`config.mk`:
```
export PLATFORM = sky130hd
export DESIGN_NAME = lfsr_word_gen_flat
export DESIGN_NICKNAME = d
export VERILOG_FILES = /design/src/rtl/lfsr_word_gen_if.sv /design/src/rtl/lfsr_word_gen.sv /design/src/flat_wrapper.sv
export SDC_FILE = /design/constraint.sdc
export NUM_CORES = 1
export LEC_CHECK = 0
export BUFFER_PORTS_ARGS = -buffer_cell sky130_fd_sc_hd__buf_2
export CORE_ASPECT_RATIO = 0.5
export CORE_UTILIZATION = 30
export DETAILED_ROUTE_END_ITERATION = 16
export GPL_ROUTABILITY_DRIVEN = 1
export HOLD_SLACK_MARGIN = 0.05
export PLACE_DENSITY = 0.57
export SETUP_SLACK_MARGIN = 0.02
export SLEW_MARGIN = 10
export SYNTH_ARGS = -nofsm -noshare
export SYNTH_HDL_FRONTEND = slang
export SYNTH_SLANG_ARGS = --single-unit
```
`constraint.sdc`:
```
create_clock -name clock -period 1.9 [get_ports clock]
set_clock_uncertainty 0.15 [all_clocks]
set_input_delay 0.57 -clock clock [delete_from_list [all_inputs] [get_ports clock]]
set_output_delay 0.57 -clock clock [all_outputs]
set_load 0.005 [all_outputs]
```
`src/rtl/lfsr_word_gen_if.sv`:
```
// Control and data bundle for lfsr_word_gen: seed/load/enable in, packed random words out.
// The generator is the slave; the consumer (game logic or bench) drives the master side.
interface lfsr_word_gen_if #(
   parameter int WIDTH = 10,
   parameter int OUT_W = 4
);
   logic [WIDTH-1:0] seed;
   logic             load_n;
   logic             enable;
   logic             out_ready;
   logic             out_valid;
   logic [OUT_W-1:0] out_data;
   logic             serial_out;
   logic [WIDTH-1:0] state;
   logic             lockup_flag;

   modport master (
      output seed, load_n, enable, out_ready,
      input  out_valid, out_data, serial_out, state, lockup_flag
   );

   modport slave (
      input  seed, load_n, enable, out_ready,
      output out_valid, out_data, serial_out, state, lockup_flag
   );
endinterface

```
`src/rtl/lfsr_word_gen.sv`:
```
// Fibonacci LFSR packing OUT_W serial bits per word; first word OUT_W+1 edges after enable.
// Completed words are held (LFSR frozen) until out_ready; a seed load aborts any partial/held word.
module lfsr_word_gen #(
   parameter int               WIDTH        = 10,
   parameter logic [WIDTH-1:0] TAPS         = 10'b0000001001,
   parameter int               OUT_W        = 4,
   parameter logic [WIDTH-1:0] DEFAULT_SEED = 10'h001
) (
   input  logic          clock,
   input  logic          reset,
   lfsr_word_gen_if.slave bus
);
   localparam int CW = (OUT_W > 1) ? $clog2(OUT_W) : 1;
   localparam logic [CW-1:0] LAST = CW'(OUT_W - 1);

   typedef enum logic [1:0] {
      IDLE = 2'd0,
      GEN  = 2'd1,
      HOLD = 2'd2
   } fsm_e;

   fsm_e             fsm_q, fsm_d;
   logic [WIDTH-1:0] lfsr_q, lfsr_d;
   logic [WIDTH-1:0] lfsr_step;
   logic [OUT_W-1:0] coll_q, coll_d;
   logic [OUT_W-1:0] coll_shift;
   logic [OUT_W-1:0] word_q, word_d;
   logic [CW-1:0]    cnt_q, cnt_d;
   logic             valid_q, valid_d;
   logic             lock_q, lock_d;
   logic             seed_zero;

   assign seed_zero = (bus.seed == '0);
   assign lfsr_step = {^(lfsr_q & TAPS), lfsr_q[WIDTH-1:1]};

   // Oldest bit ends up in bit 0 once the word is complete.
   always_comb begin
      coll_shift            = coll_q >> 1;
      coll_shift[OUT_W-1]   = lfsr_q[0];
   end

   always_comb begin
      fsm_d   = fsm_q;
      lfsr_d  = lfsr_q;
      coll_d  = coll_q;
      word_d  = word_q;
      cnt_d   = cnt_q;
      valid_d = valid_q;
      lock_d  = lock_q;

      if (!bus.load_n) begin
         lfsr_d  = seed_zero ? DEFAULT_SEED : bus.seed;
         lock_d  = seed_zero;
         coll_d  = '0;
         cnt_d   = '0;
         valid_d = 1'b0;
         fsm_d   = IDLE;
      end else begin
         case (fsm_q)
            IDLE: begin
               if (bus.enable) begin
                  fsm_d = GEN;
                  cnt_d = '0;
               end
            end
            GEN: begin
               if (bus.enable) begin
                  lfsr_d = lfsr_step;
                  coll_d = coll_shift;
                  if (cnt_q == LAST) begin
                     word_d  = coll_shift;
                     valid_d = 1'b1;
                     cnt_d   = '0;
                     fsm_d   = HOLD;
                  end else begin
                     cnt_d = cnt_q + CW'(1);
                  end
               end
            end
            HOLD: begin
               // The accept edge never steps the LFSR.
               if (bus.out_ready) begin
                  valid_d = 1'b0;
                  cnt_d   = '0;
                  fsm_d   = bus.enable ? GEN : IDLE;
               end
            end
            default: fsm_d = IDLE;
         endcase
      end
   end

   always_ff @(posedge clock or posedge reset) begin
      if (reset) begin
         fsm_q   <= IDLE;
         lfsr_q  <= DEFAULT_SEED;
         coll_q  <= '0;
         word_q  <= '0;
         cnt_q   <= '0;
         valid_q <= 1'b0;
         lock_q  <= 1'b0;
      end else begin
         fsm_q   <= fsm_d;
         lfsr_q  <= lfsr_d;
         coll_q  <= coll_d;
         word_q  <= word_d;
         cnt_q   <= cnt_d;
         valid_q <= valid_d;
         lock_q  <= lock_d;
      end
   end

   assign bus.out_valid   = valid_q;
   assign bus.out_data    = word_q;
   assign bus.serial_out  = lfsr_q[0];
   assign bus.state       = lfsr_q;
   assign bus.lockup_flag = lock_q;
endmodule

```
`src/flat_wrapper.sv`:
```
// flat-port wrapper written by rule: the top's interface ports become plain ports
module lfsr_word_gen_flat 
#(
   parameter int               WIDTH        = 10,
   parameter logic [WIDTH-1:0] TAPS         = 10'b0000001001,
   parameter int               OUT_W        = 4,
   parameter logic [WIDTH-1:0] DEFAULT_SEED = 10'h001
)
  (clock, reset, bus_seed, bus_load_n, bus_enable, bus_out_ready, bus_out_valid, bus_out_data, bus_serial_out, bus_state, bus_lockup_flag);
  lfsr_word_gen_if #(.WIDTH(WIDTH), .OUT_W(OUT_W)) bus_i ();
  input  logic clock;
  input  logic reset;
  input wire logic [$bits(bus_i.seed)-1:0] bus_seed;
  input wire logic [$bits(bus_i.load_n)-1:0] bus_load_n;
  input wire logic [$bits(bus_i.enable)-1:0] bus_enable;
  input wire logic [$bits(bus_i.out_ready)-1:0] bus_out_ready;
  output wire logic [$bits(bus_i.out_valid)-1:0] bus_out_valid;
  output wire logic [$bits(bus_i.out_data)-1:0] bus_out_data;
  output wire logic [$bits(bus_i.serial_out)-1:0] bus_serial_out;
  output wire logic [$bits(bus_i.state)-1:0] bus_state;
  output wire logic [$bits(bus_i.lockup_flag)-1:0] bus_lockup_flag;
  assign bus_i.seed = bus_seed;
  assign bus_i.load_n = bus_load_n;
  assign bus_i.enable = bus_enable;
  assign bus_i.out_ready = bus_out_ready;
  assign bus_out_valid = bus_i.out_valid;
  assign bus_out_data = bus_i.out_data;
  assign bus_serial_out = bus_i.serial_out;
  assign bus_state = bus_i.state;
  assign bus_lockup_flag = bus_i.lockup_flag;
  lfsr_word_gen #(.WIDTH(WIDTH), .TAPS(TAPS), .OUT_W(OUT_W), .DEFAULT_SEED(DEFAULT_SEED)) u_core (.clock(clock), .reset(reset), .bus(bus_i));
endmodule
```
==> impl_metrics.toml, run 1 <==
[sta]
final-hold-violation-count = 0
setup_viol_count_final = 0
fmax_mhz = 584
relSlewSlack_pct = 80.4
post-route-period-util_pct = 90.1
worstMarginPinSlew_ps = 291
fin_setup_tns_ps = 0
rsz0062_at_grt = "no"
slew_viol_final = 0
fin_crit_ps = 1710

[synth]
synth.net_count = 116
yosysMostFrequentCell = "dfrtp_1"
synth_area_sq_mm = 0.00112
synth-edff-count = 0
synth_common_cells = "dfrtp_1 (22), mux2i_1 (12), nor2_1 (11), a21oi_1 (9)"
ys.flop_type = "dfrtp_1"
ys_warn_count = 0
synth_cell_type_count = 34
ys_seq_area_share_pct = 51.3
syn_area_per_cell_sq_um = 11.2
synth_area_leaders = "dfrtp_1 (49%), mux2i_1 (11%), mux2_4 (5.3%), a21oi_1 (4.0%), nor2_1 (3.7%)"
yosys.area.top_type_share_pct = 48.9
yosys.area.top_type = "dfrtp_1"
netlist_instances = 100
synth-seq-cells = 23
async_reset_ff_share_pct = 100

[clock_tree]
cts_hold_buf = 0
clock_latency_ps = 260
clockRootBuffer = "clkbuf_8"
cts-buffers-inserted = 3
clk_pin_slew_ps = 80
numClockSinks = 23
post_cts_buffers = 0
cts_htree_levels = 1
cts_tree = "done"
cts_max_path_buffers = 2
cts_resized = 0

[global_route]
grt_overflow = 0
grt_pass1_vias = 751
antenna_found_initial = 0
grt_max_degree = 29
grt_usage_pct = 12.3
grt_pass1_wl_mm = 3.67

[route]
routed_wl_mm = 2.18
ant_nets = 0
drc = 0
dr.pass1.iters = 3
avgRoutedWirePerCell_um = 12.0
avgViaCountPerCell = 4.51
vias = 820
drtIter0Drc = 61

[die]
die_area_sq_mm = 0.00401
initial_core_util_pct = 32.0
chipWidth_um = 88.6
boundaryPins = 32
rows = 15
die_h_um = 45.3
design.core.area_sq_mm = 0.00351

[pwr]
powerDensity_mw_per_mm2 = 720
vdd_ir_drop_max_mv = 0.247
p_leak_nw = 0.721

[finish]
layout-drive-gt1-share_pct = 34.4
num-fill-cells = 384
nets = 148
diodes = 0
synthToLayoutAreaGrowth_pct = 21.7
final_area_sq_mm = 0.00137

[place]
gp_congestion = 0.690
placed_area_sq_mm = 0.00132
hpwl_mm = 1.62
io_buffer_count = 31

[worst_setup_path]
setup.worst_path.start_class = "register"
path_cells = "buf_2"
r2r_slack_ps = 270
end_kind = "output port"
criticalPathCategory = "reg -> out"
crit_family = "flip-flops"
critPathMaxStageDelay_ps = 600
cp_max_fo = 6
rr_worst_depth = 3
slowest_stage = "dfstp_2"
r2r-start = "u_core.fsm_q[1]"
worstReg2RegEnd = "u_core.bus.out_data[2]"
worstPathBufferInverterCount = 1
cp.required_ps = 1180
critPathArrivalTime_ps = 990

[hold_path]
hold_class = "in -> async"

[run_status]
status = "finished, final reports clean"

[flow_run]
drv_cap = 0
[worst max-delay path by stage]
| stage | startpoint | to | slack [ps] | cells after the start |
|---|---|---|---|---|
| 2_1_floorplan | bus_load_n | u_core.bus.out_data[0] | 300 | 4 |
| 3_3_place_gp | bus_load_n | u_core.bus.out_data[0] | 150 | 4 |
| 6_report | u_core.bus.state[0] | bus_state[0] | 190 | 1 |
| 3_5_place_dp | bus_load_n | u_core.bus.out_data[0] | 130 | 4 |
| 5_1_grt | u_core.bus.state[0] | bus_state[0] | 120 | 1 |
| 4_1_cts | u_core.bus.state[0] | bus_state[0] | 150 | 1 |
[kinds of logic after synthesis]
logic type,synth area share (%)
multiplexers,19.0
AO/OA/AOI/OAI,8.34
buffers and inverters,5.12
XOR/XNOR,0.779
flip-flops,51.3
adder cells (fa/ha/maj),1.11
AND/OR/NAND/NOR,14.4
[metal layers]
metal | share of wire (%) | vias to the layer above | wire length [um] | track usage, %
li1 | - | 411 | - | -
met5 | 0 | - | 0 | 0
met3 | 4.0 | 0 | 87 | 4.02
met4 | 0 | 0 | 0 | 1.94
met1 | 50 | 395 | 1100 | 17.6
met2 | 46 | 14 | 1000 | 18.5
[state kept, by name, indices dropped and copies added (netlist names)]
register / flops
u_core.bus.state: 10
u_core.bus.out_data: 4
u_core.coll_q: 3
u_core.cnt_q: 2
u_core.fsm_q: 2
u_core.bus.lockup_flag: 1
u_core.bus.out_valid: 1
[cell usage in the layout, fill, tap and decap left out, types with 2 or more instances in the layout]
cell	n
nand2_1	3
nand2b_1	2
inv_1	4
buf_4	3
clkbuf_8	3
mux2i_1	12
mux2_4	4
o211ai_1	2
nor2b_1	3
a21oi_1	9
nor2_1	11
mux2_2	2
buf_2	31
dfrtp_1	22
[power by group]
part           internal, mW  total, mW  leakage, nW  switching (mW)
clock network         0.150      0.298       0.0228           0.149
registers             0.520      0.548        0.291          0.0283
logic                0.0716      0.140        0.408          0.0680
[layout make-up]
class	instances	area, sq um	area share [%]
Sequential cell	23	577	42.1
Timing Repair Buffer	34	178	13.0
Clock buffer	4	45.0	3.29
Inverter	4	15.0	1.10
Tap cell	51	63.8	4.66
Multi-Input combinational cell	66	490	35.8
[metrics by stage]
stage / hold slack [ps] / setup WS, ps / utilization, % / cells / power, mW
5_1_grt: 209 / 117 / 39.0 / 182 / 1.06
6_report: 186 / 188 / 39.0 / 182 / 0.986
2_1_floorplan: 324 / 297 / - / 100 / 0.639
3_5_place_dp: 320 / 127 / 37.7 / 178 / 0.703
3_3_place_gp: 313 / 147 / 37.7 / 178 / 0.700
4_1_cts: 200 / 154 / 39.0 / 182 / 1.00
Note: power is estimated with default switching activity, not from simulation.
==> run 2: changes to the inputs <==
CORE_ASPECT_RATIO = not set   (was 0.5)
CORE_UTILIZATION = 45   (was 30)
PLACE_DENSITY = 0.77   (was 0.57)
clock period = 1.8 ns   (was 1.9 ns; I/O delays follow)
==> impl_metrics.toml, run 2 (synthesized netlist as in run 1, its figures left out) <==
[run_status]
status = "finished, final reports clean"

[clock_tree]
cts_hold_buf = 0
cts_resized = 0
cts_max_path_buffers = 2
cts_tree = "done"
clockRootBuffer = "clkbuf_4"
cts-buffers-inserted = 3
cts_htree_levels = 1
clock_latency_ps = 310
numClockSinks = 23
clk_pin_slew_ps = 120

[finish]
nets = 152
synthToLayoutAreaGrowth_pct = 20.2
layout-drive-gt1-share_pct = 37.0
diodes = 0
final_common_cell = "buf_2"
final_cell_mix = "buf_2 (31), dfrtp_1 (22), mux2i_1 (12), nor2_1 (11), a21oi_1 (9)"
largest_reg_flops = 10

[route]
wl_met2_mm = 1.07
routed_wl_mm = 2.21
routed-wl-met3_um = 107
vias = 861
dr.pass1.iters = 4
ant_nets = 0
avgViaCountPerCell = 5.28
top_layer_used = "met4"
wl_met1_mm = 1.01
drc = 0
drtIter0Drc = 7
avgRoutedWirePerCell_um = 13.5

[sta]
rsz0062_at_grt = "no"
post-route-period-util_pct = 96.4
fin_crit_ps = 1730
fin_setup_tns_ps = 0
slew_viol_final = 0
final-hold-violation-count = 0
finalWorstSetupSlack_ps = 65.5
fmax_mhz = 577
worstMarginPinSlew_ps = 313
setup_viol_count_final = 0
relSlewSlack_pct = 78.9

[place]
preCtsSetupSlack_ps = 54.9
io_buffer_count = 31
gp_congestion = 0.726

[pwr]
vdd_ir_drop_max_mv = 0.718
p_seq_share_pct = 59.2
clock_power_share_pct = 23.8
p_comb_share_pct = 17.0
p_switching_uw = 257
powerDensity_mw_per_mm2 = 721
switching_share_pct = 26.3
internal_power_uw = 718
p_leak_nw = 0.735

[worst_setup_path]
worstPathBufferInverterCount = 1
criticalPathCategory = "reg -> out"
critPathArrivalTime_ps = 1040
end_kind = "output port"
cp_max_fo = 6
critPathMaxStageDelay_ps = 610
crit_family = "flip-flops"
slowest_stage = "dfstp_2"
setup.worst_path.start_class = "register"
path_cells = "buf_2"
cp.required_ps = 1110

[global_route]
grt_usage_pct = 18.8
grt_pass1_vias = 810
grt_max_degree = 29
antenna_found_initial = 0
grt_overflow = 0
grt_pass1_wl_mm = 3.62

[die]
rows = 17
die_area_sq_mm = 0.00270
die_h_um = 52.0
boundaryPins = 32
design.core.area_sq_mm = 0.00228
initial_core_util_pct = 49.4
chipWidth_um = 52.0

[hold_path]
hold_class = "in -> async"

[flow_run]
drv_cap = 0
-- run 2: final timing paths --
check / startpoint / end / slack (ps) / depth (start not counted)
worst max-delay path: u_core.bus.state[0] / bus_state[0] / 70 / 1
worst min-delay path: reset / u_core.bus.state[6] / 90 / 3
worst max register to register: u_core.fsm_q[1] / u_core.bus.out_data[1] / 140 / 3
worst min register to register: u_core.bus.lockup_flag / u_core.bus.lockup_flag / 340 / 2
max in group asynchronous: reset / u_core.bus.state[0] / 1130 / 3
min in group clock: bus_seed[2] / u_core.bus.state[2] / 330 / 3
-- run 2: final cells by class --
| cell class | instances | area [sq um] |
|---|---|---|
| fill | 199 | 923 |
| tap | 28 | 35.0 |
| clock inverter | 1 | 5.00 |
| sequential | 23 | 577 |
| inverter | 4 | 15.0 |
| timing repair buffer | 38 | 208 |
| clock buffer | 3 | 22.5 |
| multi-input combinational | 66 | 490 |
-- run 2: metrics by stage --
stage,total power [mW],instance area [sq um],hold slack (ps),utilization [%],cells
floorplan,0.674,1120,324,-,100
global placement,0.735,1300,313,57.2,156
detailed placement,0.742,1300,310,57.2,156
CTS,0.980,1330,83.6,58.4,160
global route,1.03,1350,126,59.4,163
finish,0.975,1350,91.0,59.4,163
-- run 2: power groups by stage --
stage / clock [mW] / sequential [mW] / combinational (mW)
after floorplan: 0 / 0.583 / 0.0912
after global placement: 0 / 0.584 / 0.151
after detailed placement: 0 / 0.587 / 0.155
after CTS: 0.247 / 0.577 / 0.156
after global routing: 0.261 / 0.582 / 0.187
final: 0.232 / 0.577 / 0.166
-- run 2: timing repair --
item                                   4_1_cts  5_1_grt
endpoints found under the hold margin        0        0
setup buffers                                0        3
setup endpoints to repair                    0        2
-- run 2: metal layers --
metal	vias up	global-route usage, %
li1	427	-
met2	20	29.3
met4	0	6.76
met1	412	24.0
met5	-	0
met3	2	6.43
==> run 3: changes to the inputs <==
CORE_UTILIZATION = 50   (was 45)
PLACE_DENSITY = 0.83   (was 0.77)
==> impl_metrics.toml, run 3 (synthesized netlist as in run 1, its figures left out) <==
[sta]
whs_ps = 87.7
rsz0062_at_grt = "no"
slew_viol_final = 0
final-hold-violation-count = 0
worstMarginPinSlew_ps = 293
fmax_mhz = 578
relSlewSlack_pct = 80.3
setup_viol_count_final = 0
fin_crit_ps = 1730
post-route-period-util_pct = 96.2
fin_setup_tns_ps = 0
finalWorstSetupSlack_ps = 69.2

[finish]
layoutNonFillerInstCount = 160
nets = 150
final_area_sq_mm = 0.00134
diodes = 0
layout-drive-gt1-share_pct = 35.3
num-fill-cells = 176
synthToLayoutAreaGrowth_pct = 18.7
largest_reg_flops = 10
final_cell_mix = "buf_2 (31), dfrtp_1 (22), mux2i_1 (12), nor2_1 (11), a21oi_1 (9)"
regArea_sq_um = 577
final_common_cell = "buf_2"
multi_input_area_sq_um = 490

[worst_setup_path]
end_kind = "output port"
worstPathBufferInverterCount = 1
cp.required_ps = 1110
cp_max_fo = 6
critPathArrivalTime_ps = 1040
crit_family = "flip-flops"
setup.worst_path.start_class = "register"
critPathMaxStageDelay_ps = 600
path_cells = "buf_2"
slowest_stage = "dfstp_2"
criticalPathCategory = "reg -> out"

[route]
avgRoutedWirePerCell_um = 13.4
routed_wl_mm = 2.14
drc = 0
dr.pass1.iters = 4
vias = 828
drtIter0Drc = 4
ant_nets = 0
avgViaCountPerCell = 5.18

[global_route]
grt_usage_pct = 19.9
grt_max_degree = 24
antenna_found_initial = 0
grt_pass1_vias = 826
grt_pass1_wl_mm = 3.58
grt_overflow = 0

[clock_tree]
clock_latency_ps = 310
clockRootBuffer = "clkbuf_4"
numClockSinks = 23
cts_hold_buf = 0
cts-buffers-inserted = 3
cts_htree_levels = 1
post_cts_buffers = 0
cts_tree = "done"
cts_max_path_buffers = 2
clk_pin_slew_ps = 120
cts_resized = 0

[die]
die_area_sq_mm = 0.00244
initial_core_util_pct = 55.1
rows = 16
die_h_um = 49.4
boundaryPins = 32
chipWidth_um = 49.4
design.core.area_sq_mm = 0.00204

[place]
gp_congestion = 0.699
dp.cells = 156
placed_area_sq_mm = 0.00131
hpwl_mm = 1.61
io_buffer_count = 31
preCtsSetupSlack_ps = 31.1

[pwr]
p_leak_nw = 0.723
vdd_ir_drop_max_mv = 0.500
powerDensity_mw_per_mm2 = 725

[hold_path]
hold_class = "in -> async"

[run_status]
status = "finished, final reports clean"

[flow_run]
drv_cap = 0
run 3: cell count changes in the layout (fill, tap and decap cells not counted):
cell	delta
clkinv_2	-1
buf_4	-2
clkbuf_1	+1
run 3: worst min-delay path, stage by stage:
cell	delay, ps
buf_2	90
inv_1	40
buf_4	280
run 3: routing by layer:
metal	part of all wire (%)	wire (um)	GRT usage, %	vias up
li1	-	-	-	412
met1	43	931	23.4	389
met2	51	1080	35.4	22
met3	3.4	73	1.87	5
met4	2.5	53	11.4	0
met5	0	0	0	-
run 3: area by class of cell:
cell class	instances	area share, %
clock buffers	4	1.97
inverters	4	1.12
multi-input cells	66	36.7
flip-flops and latches	23	43.2
well taps	27	2.53
repair buffers	36	14.4
run 3: power by group:
part | leakage [nW] | total (mW) | internal [mW] | switching [mW]
Clock | 0.0150 | 0.238 | 0.0866 | 0.151
Sequential | 0.291 | 0.574 | 0.549 | 0.0253
Combinational | 0.418 | 0.157 | 0.0794 | 0.0771
run 3: worst paths after layout:
| check | cells past startpoint | slack, ps | to | from |
|---|---|---|---|---|
| worst min register to register | 2 | 360 | u_core.bus.lockup_flag | u_core.bus.lockup_flag |
| max in group asynchronous | 3 | 1130 | u_core.bus.state[0] | reset |
| worst min-delay path | 3 | 90 | u_core.fsm_q[0] | reset |
| worst max-delay path | 1 | 70 | bus_serial_out | u_core.bus.state[0] |
| min in group clock | 3 | 320 | u_core.bus.state[3] | bus_seed[3] |
| worst max register to register | 3 | 140 | u_core.bus.out_data[2] | u_core.fsm_q[1] |
run 3: metrics by stage:
step	total power, mW	util (%)
floorplan	0.674	-
global placement	0.737	64.1
finish	0.968	65.4
detailed placement	0.743	64.1
global route	1.02	65.4
CTS	0.977	65.4
